`config.mk`:
```
export PLATFORM = sky130hd
export DESIGN_NAME = round_ctrl_fsm
export DESIGN_NICKNAME = d
export VERILOG_FILES = /design/src/rtl/ctrl_pkg.sv /design/src/rtl/ms_tick_timer.sv /design/src/rtl/round_ctrl_fsm.sv
export SDC_FILE = /design/constraint.sdc
export NUM_CORES = 1
export LEC_CHECK = 0
export ABC_AREA = 1
export ABC_CLOCK_PERIOD_IN_PS = 2900
export BUFFER_PORTS_ARGS = -buffer_cell sky130_fd_sc_hd__buf_2
export CAP_MARGIN = 5
export CELL_PAD_IN_SITES_DETAIL_PLACEMENT = 2
export CELL_PAD_IN_SITES_GLOBAL_PLACEMENT = 2
export CORE_MARGIN = 3
export CORE_UTILIZATION = 31
export CTS_CLUSTER_DIAMETER = 80
export CTS_CLUSTER_SIZE = 12
export DETAILED_ROUTE_END_ITERATION = 12
export PLACE_DENSITY_LB_ADDON = 0.1
export SYNTH_ARGS = -nofsm -noshare
export SYNTH_HDL_FRONTEND = slang
export SYNTH_SLANG_ARGS = --single-unit
```
`constraint.sdc`:
```
create_clock -name CLK -period 2.9 [get_ports CLK]
set_input_delay 0.58 -clock CLK [delete_from_list [all_inputs] [get_ports CLK]]
set_output_delay 0.58 -clock CLK [all_outputs]
set_load 0.01 [all_outputs]
```
`src/rtl/ctrl_pkg.sv`:
```
// ctrl_pkg: shared definitions for the game-round controller.
//   state_e       4-bit state codes decoded by the display/sound blocks
//   JUDG_*        judge result codes on JUDG_IN
//   HP_*          hit-point result codes on HP_IN
//   ms_to_cycles  converts a millisecond count into clock cycles
package ctrl_pkg;

  typedef enum logic [3:0] {
    ST_READY    = 4'b0010,
    ST_QUESTION = 4'b0011,
    ST_INPUT    = 4'b0100,
    ST_DRAW     = 4'b0110,
    ST_WRONG    = 4'b0111,
    ST_GOOD     = 4'b1000,
    ST_OUCH     = 4'b1001,
    ST_WIN      = 4'b1010,
    ST_LOSE     = 4'b1011,
    ST_TIMEOUT  = 4'b1100
  } state_e;

  localparam logic [1:0] JUDG_GOOD = 2'b01;
  localparam logic [1:0] JUDG_OUCH = 2'b10;
  localparam logic [1:0] JUDG_DRAW = 2'b11;

  localparam logic [1:0] HP_WIN  = 2'b01;
  localparam logic [1:0] HP_LOSE = 2'b10;

  function automatic int unsigned ms_to_cycles(input int unsigned clk_hz,
                                               input int unsigned ms);
    return (clk_hz / 1000) * ms;
  endfunction

endpackage

```
`src/rtl/ms_tick_timer.sv`:
```
// ms_tick_timer: millisecond prescaler feeding a ms down-counter.
//   CLK       system clock
//   RST_N     asynchronous active-low reset
//   load_i    restart: prescaler to 0, counter to dur_i, busy set
//   dur_i     duration in ms (>=1) captured on load_i
//   clr_i     abandon the current count (busy cleared)
//   expire_o  1-cycle pulse on the ms tick where the counter reaches 0
//   busy_o    high from load until expiry
module ms_tick_timer #(
  parameter int unsigned TICK_CYC = 50000,
  parameter int unsigned CNT_W    = 16
) (
  input  logic             CLK,
  input  logic             RST_N,
  input  logic             load_i,
  input  logic [CNT_W-1:0] dur_i,
  input  logic             clr_i,
  output logic             expire_o,
  output logic             busy_o
);

  localparam int unsigned PRE_W = $clog2(TICK_CYC + 1);

  logic [PRE_W-1:0] pre_q, pre_d;
  logic [CNT_W-1:0] cnt_q, cnt_d;
  logic             busy_q, busy_d;
  logic             tick;

  assign tick     = (pre_q == PRE_W'(TICK_CYC - 1));
  // Counter holds ms remaining including the current one, so it hits 0
  // on the tick where it reads 1.
  assign expire_o = busy_q & tick & (cnt_q == CNT_W'(1));
  assign busy_o   = busy_q;

  always_comb begin
    pre_d  = pre_q;
    cnt_d  = cnt_q;
    busy_d = busy_q;
    if (load_i) begin
      pre_d  = '0;
      cnt_d  = dur_i;
      busy_d = 1'b1;
    end else if (clr_i) begin
      pre_d  = '0;
      cnt_d  = '0;
      busy_d = 1'b0;
    end else if (busy_q) begin
      pre_d = tick ? '0 : pre_q + PRE_W'(1);
      if (tick) cnt_d = cnt_q - CNT_W'(1);
      if (expire_o) busy_d = 1'b0;
    end
  end

  always_ff @(posedge CLK or negedge RST_N) begin
    if (!RST_N) begin
      pre_q  <= '0;
      cnt_q  <= '0;
      busy_q <= 1'b0;
    end else begin
      pre_q  <= pre_d;
      cnt_q  <= cnt_d;
      busy_q <= busy_d;
    end
  end

endmodule

```
`src/rtl/round_ctrl_fsm.sv`:
```
// round_ctrl_fsm: game-round sequencer READY -> QUESTION -> INPUT -> result.
//   CLK, RST_N   clock, asynchronous active-low reset
//   READY_IN     player-ready level, registered to READY_OUT while in READY
//   OK_IN, QUE   start request / question valid
//   QUE_IN       question-phase level, rising/falling edges used
//   JUDG_IN      judge result, WRONG_IN malformed-answer pulse, HP_IN hp result
//   STATE        state register, ROUND_CNT questions started this game
//   WRONG_CNT    wrong answers on this question, TIMER_BUSY timed state counting
//
// state    | meaning
// READY    | waiting for OK_IN & QUE
// QUESTION | question shown, waiting for QUE_IN rise
// INPUT    | accepting answer (answer timeout when ANSWER_MS>0)
// WRONG    | malformed answer shown for WRONG_MS
// GOOD     | correct answer shown, may escalate to WIN
// OUCH     | hit taken, may escalate to LOSE
// DRAW     | draw shown
// TIMEOUT  | answer timed out, may escalate to LOSE
// WIN/LOSE | game over shown, round count cleared on exit
module round_ctrl_fsm
  import ctrl_pkg::*;
#(
  parameter int unsigned CLK_HZ    = 50_000_000,
  parameter int unsigned HOLD_MS   = 1000,
  parameter int unsigned WRONG_MS  = 1000,
  parameter int unsigned ANSWER_MS = 10000,
  parameter int unsigned MAX_WRONG = 3,
  parameter int unsigned ROUND_W   = 8
) (
  input  logic               CLK,
  input  logic               RST_N,
  input  logic               READY_IN,
  input  logic               OK_IN,
  input  logic               QUE,
  input  logic               QUE_IN,
  input  logic [1:0]         JUDG_IN,
  input  logic               WRONG_IN,
  input  logic [1:0]         HP_IN,
  output logic               READY_OUT,
  output logic [3:0]         STATE,
  output logic [ROUND_W-1:0] ROUND_CNT,
  output logic [3:0]         WRONG_CNT,
  output logic               TIMER_BUSY
);

  localparam int unsigned TICK_CYC = ms_to_cycles(CLK_HZ, 1);
  localparam int unsigned MAX_HW   = (HOLD_MS > WRONG_MS) ? HOLD_MS : WRONG_MS;
  localparam int unsigned MAX_MS   = (MAX_HW > ANSWER_MS) ? MAX_HW : ANSWER_MS;
  localparam int unsigned CNT_W    = $clog2(MAX_MS + 1);

  state_e             state_q, state_d;
  logic [ROUND_W-1:0] round_q, round_d;
  logic [3:0]         wcnt_q, wcnt_d;
  logic               ready_q, ready_d;
  logic               qr_q;
  logic               rise, fall;
  logic               expire, busy, load, clr;
  logic [CNT_W-1:0]   dur;

  function automatic logic is_timed(input state_e s);
    case (s)
      ST_WRONG, ST_GOOD, ST_OUCH, ST_DRAW,
      ST_WIN, ST_LOSE, ST_TIMEOUT: return 1'b1;
      ST_INPUT:                    return (ANSWER_MS != 0);
      default:                     return 1'b0;
    endcase
  endfunction

  assign rise = QUE_IN & ~qr_q;
  assign fall = ~QUE_IN & qr_q;

  always_comb begin
    state_d = state_q;
    round_d = round_q;
    wcnt_d  = wcnt_q;
    ready_d = ready_q;
    case (state_q)
      ST_READY: begin
        ready_d = READY_IN;
        if (OK_IN && QUE) begin
          state_d = ST_QUESTION;
          round_d = round_q + ROUND_W'(1);
        end
      end
      ST_QUESTION: begin
        if (rise && QUE) begin
          state_d = ST_INPUT;
          wcnt_d  = '0;
        end
      end
      ST_INPUT: begin
        if (fall && QUE) state_d = ST_QUESTION;
        else if (WRONG_IN) begin
          state_d = ST_WRONG;
          if (wcnt_q != 4'd15) wcnt_d = wcnt_q + 4'd1;
        end
        else if (JUDG_IN == JUDG_GOOD) state_d = ST_GOOD;
        else if (JUDG_IN == JUDG_OUCH) state_d = ST_OUCH;
        else if (JUDG_IN == JUDG_DRAW) state_d = ST_DRAW;
        else if (expire) state_d = ST_TIMEOUT;
      end
      ST_WRONG: begin
        if (expire) begin
          if (MAX_WRONG != 0 && 32'(wcnt_q) >= 32'(MAX_WRONG)) state_d = ST_OUCH;
          else state_d = ST_INPUT;
        end
      end
      ST_GOOD: begin
        if (HP_IN == HP_WIN) state_d = ST_WIN;
        else if (expire) state_d = ST_READY;
      end
      ST_OUCH, ST_TIMEOUT: begin
        if (HP_IN == HP_LOSE) state_d = ST_LOSE;
        else if (expire) state_d = ST_READY;
      end
      ST_DRAW: begin
        if (expire) state_d = ST_READY;
      end
      ST_WIN, ST_LOSE: begin
        if (expire) begin
          state_d = ST_READY;
          round_d = '0;
        end
      end
      default: state_d = ST_READY;
    endcase
  end

  // Every timed state is entered from a different state, so a change of
  // state into a timed one is exactly the reload condition.
  assign load = is_timed(state_d) && (state_d != state_q);
  assign clr  = !is_timed(state_d);

  always_comb begin
    dur = CNT_W'(HOLD_MS);
    if (state_d == ST_WRONG) dur = CNT_W'(WRONG_MS);
    else if (state_d == ST_INPUT) dur = CNT_W'(ANSWER_MS);
  end

  ms_tick_timer #(
    .TICK_CYC (TICK_CYC),
    .CNT_W    (CNT_W)
  ) u_timer (
    .CLK      (CLK),
    .RST_N    (RST_N),
    .load_i   (load),
    .dur_i    (dur),
    .clr_i    (clr),
    .expire_o (expire),
    .busy_o   (busy)
  );

  always_ff @(posedge CLK or negedge RST_N) begin
    if (!RST_N) begin
      state_q <= ST_READY;
      round_q <= '0;
      wcnt_q  <= '0;
      ready_q <= 1'b0;
      qr_q    <= 1'b0;
    end else begin
      state_q <= state_d;
      round_q <= round_d;
      wcnt_q  <= wcnt_d;
      ready_q <= ready_d;
      qr_q    <= QUE_IN;
    end
  end

  assign STATE      = state_q;
  assign ROUND_CNT  = round_q;
  assign WRONG_CNT  = wcnt_q;
  assign READY_OUT  = ready_q;
  assign TIMER_BUSY = busy;

endmodule
```
==> flow_summary_export.csv <==
group,metric,value,unit
synth,yosys.area.top_type_share,36.6,%
synth,yosys_warnings,0,
cells_and_area,finalNetCount,525,
clock_network,clk_pin_slew,0.10,ns
routing,drtAntennaViolNets,0,
synth,ys_top_cells_by_area,"dfrtp_1 (37%), nand2_1 (13%), nor2_1 (7.7%), inv_1 (6.4%), nand3_1 (5.2%)",
synth,synth_top_family_by_area,"simple AND/OR/NAND/NOR gates",
sta,fin_skew,0.0134,ns
floorplanning,dieHeight,109,um
placed_design,gp_congestion,0.789,
sta,slew_headroom,53.7,%
critical_path,worst_ep_arrival_time,2.84,ns
placed_design,post_dp_cell_area,3610,um2
critical_path,crit_type,"reg -> reg",
clock_network,cts-root-buf,"clkbuf_8",
critical_path,critPathMaxFanout,15,
synth,synth_edf_count,0,
cells_and_area,nFillCells,1242,
global_route,first_global_vias,3368,
floorplanning,start_util,32.6,%
synth,synth.distinct_cells,43,
routing,routedWlPerCell,15.8,um
power_and_ir_drop,max-vdd-ir-drop,0.203,mV
sta,hold_viol_final,0,
clock_network,cts_inserted_buffers,5,
synth,synthesis.area,3280,um2
job,drv_cap,0,
synth,ys_seq_area_share,37.4,%
routing,finalWirelength,10100,um
placed_design,place_inst,625,
floorplanning,rows,36,
global_route,grt_usage,18.2,%
clock_network,clk_path_buf_depth,2,
clock_network,cts_htree_levels,2,
clock_network,cts_tree,"yes",
floorplanning,fp.dieW,109,um
synth,async_reset_ff_share,100,%
cells_and_area,mostFrequentLayoutCells,"nand2_1 (116), nor2_1 (65), inv_1 (55), dfrtp_1 (48), nand3_1 (32)",
synth,synth_nets,478,
critical_path,crit_path_end_kind,"register",
clock_network,clock_latency,0.31,ns
placed_design,place_ws,0.0714,ns
sta,setup_ws,0.260,ns
global_route,grt-ovfl-total,0,
routing,routed_via_density,4.97,
global_route,grt_pass1_wl,17000,um
routing,first_pass_iters,4,
cells_and_area,drive_gt1_share,17.7,%
global_route,grt_max_degree,28,
synth,synth-seq-cells,49,
sta,setup_viol_count_final,0,
routing,vias,3189,
cells_and_area,antennaDiodeCount,0,
power_and_ir_drop,p_leak,1.90,nW
critical_path,crit_path_start_kind,"register",
cells_and_area,stdcell_area,3820,um2
cells_and_area,area_delta_synth_final,16.7,%
global_route,antenna_found_initial,0,
synth,yosys.area.top_type,"dfrtp_1",
power_and_ir_drop,total_power,0.00230,W
synth,synth_compound_area_share,7.82,%
sta,clock.fmax,379,MHz
routing,drt_iter0_drc,93,
sta,final.min_clock_period,2.64,ns
synth,synthSimpleGateAreaFrac,39.0,%
synth,synth_mux_area_share,0,%
floorplanning,core-area,10000,um2
cells_and_area,final_cells,642,
sta,worst_slew_pin_slew,0.695,ns
clock_network,clock-sinks,49,
synth,synth-xor-area-share,5.34,%
floorplanning,ios,29,
critical_path,cp_data_required_time,3.10,ns
sta,fin_crit_sh,91.0,%
hold_path,hold_path_class,"in -> async",
synth,synth_flop_cell,"dfrtp_1",
floorplanning,dieArea,11800,um2
synth,synth.avg_cell_area,7.10,um2
power_and_ir_drop,power_density,601,nW/um2
synth,syn_inst,462,
sta,drv_slew,0,
routing,drc_errors,0,
placed_design,port_buffers,28,
synth,synth-adder-area-share,1.91,%
cells_and_area,layout_commonest_cell,"nand2_1",
placed_design,post-dp-hpwl,7880,um
outcome,status,"complete, no violations",
## synth_stat cells (2+ instances only)
library cell / instances
nand2_1: 116
nor2_1: 67
inv_1: 56
dfrtp_1: 48
nand3_1: 34
xor2_1: 15
nor3_1: 14
nand4_1: 13
o21ai_0: 13
a21oi_1: 11
nor2_2: 9
ha_1: 5
inv_2: 5
nor3b_1: 5
xnor2_1: 5
nand2_2: 4
nor2_4: 4
o21ai_1: 4
buf_2: 3
clkbuf_1: 3
o31ai_1: 3
nand3_4: 2
o211ai_1: 2
o21a_1: 2
## layout make-up
type                    instances  area [um2]  share of cell area, %
inverters                      63         244                   6.38
well taps                     133         166                   4.35
multi-input cells             343        1800                   47.1
clock inverters                 2        35.0                  0.916
clock buffers                   5        68.8                   1.80
flip-flops and latches         49        1230                   32.1
repair buffers                 47         283                   7.39
## logic make-up (layout without fill, tap and decap cells)
| family | Yosys count | in the layout |
|---|---|---|
| XOR/XNOR | 20 | 20 |
| flip-flops | 49 | 49 |
| AO/OA/AOI/OAI | 43 | 43 |
| AND/OR/NAND/NOR | 275 | 275 |
| buffers and inverters | 70 | 117 |
| adder cells (fa/ha/maj) | 5 | 5 |
## timing repair
item                                    in CTS  in global routing
gates resized for setup                      0                  8
endpoints found under the setup margin       0                 26
buffers inserted                             0                 10
endpoints found under the hold margin        0                  0
hold buffers                                 0                  0
## routing by layer
layer / track usage (%) / share of wire, %
met1: 25.0 / 48
met2: 30.9 / 48
met3: 2.19 / 2.4
met4: 4.06 / 0.96
met5: 0 / 0
## power breakdown
part           total (W)  switching (W)  internal, W  leakage (nW)
combinational   0.000934       0.000584     0.000350          1.19
clock           0.000500       0.000248     0.000251        0.0540
sequential      0.000864      0.0000971     0.000767         0.661
total            0.00230       0.000930      0.00137          1.90
## per-stage QoR
stage	hold WS, ns	TNS [ns]	utilization, %
6_report	0.302	0	38.1
5_1_grt	0.326	-0.383	38.1
4_1_cts	0.304	0	37.0
2_1_floorplan	0.284	0	-
3_5_place_dp	0.493	0	36.0
3_3_place_gp	0.477	0	36.0
## worst paths after layout
path,startpoint,to,slack [ns],cells after the start
min in group CLK,QUE_IN,qr_q$_DFF_PN0_,0.40,1
max reg2reg,STATE[1]$_DFF_PN1_,u_timer.cnt_q[13]$_DFFE_PN0P_,0.26,14
min reg2reg,READY_OUT$_DFFE_PN0P_,READY_OUT$_DFFE_PN0P_,0.51,2
min,RST_N,STATE[2]$_DFF_PN0_,0.30,1
max in group asynchronous,RST_N,u_timer.cnt_q[10]$_DFFE_PN0P_,1.92,2
max,STATE[1]$_DFF_PN1_,u_timer.cnt_q[13]$_DFFE_PN0P_,0.26,14
## sequential cells by signal (all words and copies together), names as in the netlist
register,cells
ROUND_CNT,8
u_timer.busy_o,1
qr_q,1
READY_OUT,1
u_timer.pre_q,16
STATE,4
WRONG_CNT,4
u_timer.cnt_q,14
## critical path: stages, from the launching register on
cell and delay, ns:
dfstp_2 0.59, buf_4 0.17, nand2_1 0.06, nor2_1 0.36, inv_1 0.09, nand4_1 0.12, nand2_1 0.09, nand4_1 0.11
nand2_1 0.10, nor2_4 0.27, nand3_4 0.16, inv_8 0.12, nand2_8 0.11, nand2_1 0.12, nand2_1 0.05
Note: power is estimated with default switching activity, not from simulation.
